[src/rtl/aib_flit_packer_if.sv]
// aib_flit_packer_if
// Groups the message-side valid/ready channel, the adapter transmit bus and
// the completed-message counter of aib_flit_packer into one bundle.
//   master : core/adapter side (drives messages and tx ready, observes flits)
//   slave  : the packer itself
// Signals:
//   i_msg_valid / o_msg_ready      message handshake
//   i_msg_data                     payload, beat k = bits [64k+63:64k]
//   i_msg_beats_m1                 number of beats minus 1
//   i_msg_chan                     4-bit channel ID
//   o_bus_tx_valid / i_bus_tx_ready  flit handshake toward the adapter
//   o_bus_tx_data                  72-bit flit {sop, eop, seq[1:0], chan[3:0], payload[63:0]}
//   o_msg_count                    count of fully transmitted messages
interface aib_flit_packer_if #(
    parameter int unsigned MAX_BEATS = 4,
    parameter int unsigned BW        = $clog2(MAX_BEATS)
);
    logic                      i_msg_valid;
    logic                      o_msg_ready;
    logic [64*MAX_BEATS-1:0]   i_msg_data;
    logic [BW-1:0]             i_msg_beats_m1;
    logic [3:0]                i_msg_chan;
    logic                      o_bus_tx_valid;
    logic                      i_bus_tx_ready;
    logic [71:0]               o_bus_tx_data;
    logic [15:0]               o_msg_count;

    modport master (
        output i_msg_valid, i_msg_data, i_msg_beats_m1, i_msg_chan, i_bus_tx_ready,
        input  o_msg_ready, o_bus_tx_valid, o_bus_tx_data, o_msg_count
    );

    modport slave (
        input  i_msg_valid, i_msg_data, i_msg_beats_m1, i_msg_chan, i_bus_tx_ready,
        output o_msg_ready, o_bus_tx_valid, o_bus_tx_data, o_msg_count
    );
endinterface

[src/rtl/aib_flit_packer.sv]
// aib_flit_packer
// Splits 1..MAX_BEATS-beat messages into 72-bit flits for the AIB adapter
// transmit bus. Each flit carries {sop, eop, seq, chan} plus one 64-bit beat.
// Messages stream back-to-back: a new message is accepted in the same cycle
// as the EOP flit handshake.
// Ports:
//   i_bus_clk  sole clock, rising edge
//   i_rst_n    synchronous active-low reset
//   bus        aib_flit_packer_if.slave (message in, flit out, message count)
module aib_flit_packer #(
    parameter int unsigned MAX_BEATS = 4,
    parameter int unsigned BW        = $clog2(MAX_BEATS)
) (
    input logic              i_bus_clk,
    input logic              i_rst_n,
    aib_flit_packer_if.slave bus
);

    typedef enum logic {StIdle, StSend} state_e;

    state_e         state_q;
    logic [63:0]    msg_q [MAX_BEATS];
    logic [BW-1:0]  beats_m1_q;
    logic [BW-1:0]  beat_q;
    logic [3:0]     chan_q;
    logic [1:0]     seq_q;
    logic [15:0]    count_q;
    logic           rst_n_q;

    logic last_beat;
    logic tx_fire;
    logic msg_ready;
    logic accept;

    assign last_beat = (beat_q == beats_m1_q);
    assign tx_fire   = (state_q == StSend) && bus.i_bus_tx_ready;

    // rst_n_q keeps the block from accepting in the first cycle after release.
    // The tx_ready term lets the next message land on the EOP handshake edge.
    assign msg_ready = rst_n_q && ((state_q == StIdle) || (tx_fire && last_beat));
    assign accept    = bus.i_msg_valid && msg_ready;

    always_ff @(posedge i_bus_clk) begin
        rst_n_q <= i_rst_n;
        if (!i_rst_n) begin
            state_q <= StIdle;
            beat_q  <= '0;
            seq_q   <= 2'd0;
            count_q <= 16'd0;
        end else begin
            if (tx_fire) begin
                if (last_beat) begin
                    seq_q   <= seq_q + 2'd1;
                    count_q <= count_q + 16'd1;
                    state_q <= StIdle;
                end else begin
                    beat_q <= beat_q + 1'b1;
                end
            end
            // A same-cycle accept overrides the return to idle above.
            if (accept) begin
                beat_q  <= '0;
                state_q <= StSend;
            end
        end
    end

    // Payload and channel registers carry no reset; they are only read in StSend.
    always_ff @(posedge i_bus_clk) begin
        if (accept) begin
            for (int k = 0; k < int'(MAX_BEATS); k++) begin
                msg_q[k] <= bus.i_msg_data[64*k +: 64];
            end
            beats_m1_q <= bus.i_msg_beats_m1;
            chan_q     <= bus.i_msg_chan;
        end
    end

    assign bus.o_msg_ready    = msg_ready;
    assign bus.o_bus_tx_valid = (state_q == StSend);
    assign bus.o_bus_tx_data  = {(beat_q == '0), last_beat, seq_q, chan_q, msg_q[beat_q]};
    assign bus.o_msg_count    = count_q;

endmodule

[src/flat_wrapper.sv]
// flat-port wrapper written by rule: the top's interface ports become plain ports
module aib_flit_packer_flat 
#(
    parameter int unsigned MAX_BEATS = 4,
    parameter int unsigned BW        = $clog2(MAX_BEATS)
)
  (i_bus_clk, i_rst_n, bus_i_msg_valid, bus_i_msg_data, bus_i_msg_beats_m1, bus_i_msg_chan, bus_i_bus_tx_ready, bus_o_msg_ready, bus_o_bus_tx_valid, bus_o_bus_tx_data, bus_o_msg_count);
  aib_flit_packer_if #(.MAX_BEATS(MAX_BEATS), .BW(BW)) bus_i ();
  input logic i_bus_clk;
  input logic i_rst_n;
  input wire logic [$bits(bus_i.i_msg_valid)-1:0] bus_i_msg_valid;
  input wire logic [$bits(bus_i.i_msg_data)-1:0] bus_i_msg_data;
  input wire logic [$bits(bus_i.i_msg_beats_m1)-1:0] bus_i_msg_beats_m1;
  input wire logic [$bits(bus_i.i_msg_chan)-1:0] bus_i_msg_chan;
  input wire logic [$bits(bus_i.i_bus_tx_ready)-1:0] bus_i_bus_tx_ready;
  output wire logic [$bits(bus_i.o_msg_ready)-1:0] bus_o_msg_ready;
  output wire logic [$bits(bus_i.o_bus_tx_valid)-1:0] bus_o_bus_tx_valid;
  output wire logic [$bits(bus_i.o_bus_tx_data)-1:0] bus_o_bus_tx_data;
  output wire logic [$bits(bus_i.o_msg_count)-1:0] bus_o_msg_count;
  assign bus_i.i_msg_valid = bus_i_msg_valid;
  assign bus_i.i_msg_data = bus_i_msg_data;
  assign bus_i.i_msg_beats_m1 = bus_i_msg_beats_m1;
  assign bus_i.i_msg_chan = bus_i_msg_chan;
  assign bus_i.i_bus_tx_ready = bus_i_bus_tx_ready;
  assign bus_o_msg_ready = bus_i.o_msg_ready;
  assign bus_o_bus_tx_valid = bus_i.o_bus_tx_valid;
  assign bus_o_bus_tx_data = bus_i.o_bus_tx_data;
  assign bus_o_msg_count = bus_i.o_msg_count;
  aib_flit_packer #(.MAX_BEATS(MAX_BEATS), .BW(BW)) u_core (.i_bus_clk(i_bus_clk), .i_rst_n(i_rst_n), .bus(bus_i));
endmodule
[config.mk]
export PLATFORM = sky130hd
export DESIGN_NAME = aib_flit_packer_flat
export DESIGN_NICKNAME = d
export VERILOG_FILES = /design/src/rtl/aib_flit_packer_if.sv /design/src/rtl/aib_flit_packer.sv /design/src/flat_wrapper.sv
export SDC_FILE = /design/constraint.sdc
export NUM_CORES = 1
export LEC_CHECK = 0
export ABC_AREA = 0
export ABC_CLOCK_PERIOD_IN_PS = 50400
export CAP_MARGIN = 20
export CORE_MARGIN = 1.5
export CORE_UTILIZATION = 40
export CTS_CLUSTER_DIAMETER = 80
export DETAILED_ROUTE_END_ITERATION = 10
export GPL_TIMING_DRIVEN = 0
export PLACE_DENSITY = 0.82
export SLEW_MARGIN = 20
export SYNTH_ARGS = -nofsm -noshare
export SYNTH_HDL_FRONTEND = slang
export SYNTH_SLANG_ARGS = --single-unit
[constraint.sdc]
create_clock -name i_bus_clk -period 50.4 [get_ports i_bus_clk]
set_input_delay 10.08 -clock i_bus_clk [delete_from_list [all_inputs] [get_ports i_bus_clk]]
set_output_delay 10.08 -clock i_bus_clk [all_outputs]
set_load 0.01 [all_outputs]
==> results.cfg <==
[sta]
finalHoldViolCount = 0
max_slew_margin_pct = 38.4
whs_ps = 493
setup_viol = 0
finalCritPeriodShare_pct = 43.3
finalClockSkew_ps = 11.9
report.final.slew_viol_count = 0
min_period_ps = 21830
max_freq_ghz = 0.0458
rsz0062_at_grt = no
fin_tns_setup_ps = 0
tightest_slew_ps = 923

[logic_synthesis]
syn-cell-area_um2 = 10500
ys.flop_type = edfxtp_1
synth.distinct_cells = 31
synth_seq_cells = 286
seq_area_frac_synth_pct = 79.9
synth_nets = 728
synth_edf_count = 262
syn_avg_cell_area_um2 = 22.7
yosysWarningCount = 0
synthCells = 460
async_flop_share_pct = 0

[global_routing]
grt_overflow = 0
grt_pass1_wl_um = 36100
grt_pass1_vias = 6385
antenna_found_initial = 0
grt_start_max_net_pins = 32
grt_usage_pct = 17.8

[worst_setup_path]
critPathLaunchType = input port
crit_type = in2out
timing.rr.end = u_core.msg_q[1][17]$_DFFE_PP_
critPathMaxFanout = 3
rrSetupSlack_ps = 47570
end_kind = primary output
r2r_start = u_core.beats_m1_q[1]$_DFFE_PP_
worst-endpoint-arrival_ps = 11750
worstPathRequired_ps = 40320
worst_r2r_path_depth = 7

[clock_tree]
post_cts.repair.setup_buffers = 0
cts_root_buf = clkbuf_16
clk_pin_slew_ps = 60
cts_buffer_depth = 3
cts.sinks = 286
clk_latency_ps = 540
ctsHoldBuffers = 0
cts_resized = 0
cts.htree.levels = 1
cts_tree = done
numCtsBuffers = 30

[finish]
antenna_cells = 0
drive_gt1_share_pct = 15.0
final_nets = 1125
syn_to_final_growth_pct = 49.2

[placement]
gp_congestion = 0.777
dpl.hpwl_um = 18100
numPortBuffers = 355

[power_and_ir_drop]
p_per_area_nw_per_um2 = 33.9
peakVddDrop_mv = 0.0317
p_leak_uw = 0.00509

[detailed_routing]
wl_um = 24700
via_count = 5944
wl_per_cell_um = 20.4
post_drt_via_cell_ratio = 4.91
drc = 0
first_pass_iters = 7
drt-initial-drc-count = 374
route.antenna.remaining_nets = 0

[hold_path]
min_to = u_core.bus.o_msg_count[15]$_SDFFE_PN0P_
holdPathStages = 2
hold_path_class = reg2reg
hp-start = u_core.bus.o_msg_count[15]$_SDFFE_PN0P_

[die]
start_util_pct = 41.1
fp.dieH_um = 165
std_cell_rows = 58
ioPinCount = 356
die_area_um2 = 27100
coreArea_um2 = 25400
die_w_um = 165

[flow_run]
max_cap_viol_count = 0

[status]
status = finished, final reports clean
[layer usage]
metal  GRT usage (%)  wire [um]  vias to the layer above
met3            5.47       2500                       33
met5               0          0                        -
met1            20.3       8780                     2916
met2            32.3      12900                      274
met4            4.71        491                        0
li1                -          -                     2721
[flip-flops by register name, summed over array words and instances, names as in the netlist, named ones only]
register                   count
u_core.bus.o_bus_tx_valid      1
u_core.msg_q                 256
u_core.beats_m1_q              2
u_core.bus.o_msg_count        16
u_core.beat_q                  2
u_core.chan_q                  4
u_core.rst_n_q                 1
u_core.seq_q                   2
[power by group]
group,internal (uW),switching (uW)
combinational,30.5,14.7
sequential,270,2.62
clock,122,87.7
[layout make-up]
type                    instances  area [um^2]
clock inverters                17          140
plain buffers                  20         93.8
well taps                     330          413
flip-flops and latches        286         8350
fillers                      1815         9800
repair buffers                365         3780
clock buffers                  38          802
multi-input cells             148         1990
inverters                       6         22.5
[logic make-up after synthesis]
group | Yosys count | share of synthesized area [%]
buf+inv | 26 | 1.11
xor+xnor | 9 | 0.898
compound gates | 25 | 1.32
mux | 66 | 14.0
flops | 286 | 79.9
simple gates | 46 | 2.56
fa+ha+maj | 2 | 0.239
[cells in the mapped netlist (all sizes together), types with 3 or more instances]
cell    count  area (um^2)
nand3       4         20.0
or4         3         26.3
nor3        4         20.0
a21oi      12         60.1
edfxtp    262         7870
or3        10         65.1
nor2        8         30.0
o31ai       3         22.5
inv         6         22.5
nand2       5         18.8
nand4       4         25.0
o21ai       9         45.0
clkbuf      9         33.8
dfxtp      24          480
xnor2       6         52.6
mux4       64         1440
xor2        3         41.3
buf        11         60.1
nor4b       3         26.3
[critical path: stages]
cell             delay, ps
clkdlybuf4s50_1        510
inv_1                   50
o31ai_1                370
and2_1                 200
clkdlybuf4s50_1        540
[placed cells by master, fill, tap and decap left out, types with 8 or more instances in the layout]
| master | instances |
|---|---|
| nor2_1 | 8 |
| dfxtp_1 | 24 |
| o21ai_0 | 9 |
| clkdlybuf4s50_1 | 355 |
| edfxtp_1 | 262 |
| clkbuf_1 | 16 |
| a21oi_1 | 12 |
| or3_1 | 8 |
| clkbuf_16 | 31 |
| mux4_2 | 64 |
[per-stage QoR]
step	power (uW)	util [%]	cell area, um^2	worst slack [ps]	cells
final	528	61.4	15600	28570	1210
after global routing	547	61.4	15600	28450	1210
after CTS	535	61.4	15600	28560	1210
after detailed placement	324	57.7	14700	28590	1155
after global placement	326	56.8	14400	22790	1145
after floorplan	294	-	10500	27450	460
[how the worst max path moves through the flow]
stage	cells after the start	start	endpoint
final	5	bus_i_bus_tx_ready	bus_o_msg_ready
after CTS	5	bus_i_bus_tx_ready	bus_o_msg_ready
after global placement	5	bus_i_bus_tx_ready	flop
after detailed placement	5	bus_i_bus_tx_ready	bus_o_msg_ready
after floorplan	3	bus_i_bus_tx_ready	u_core.beats_m1_q[0]$_DFFE_PP_
after global routing	5	bus_i_bus_tx_ready	bus_o_msg_ready
(Power assumes the default switching activity.)
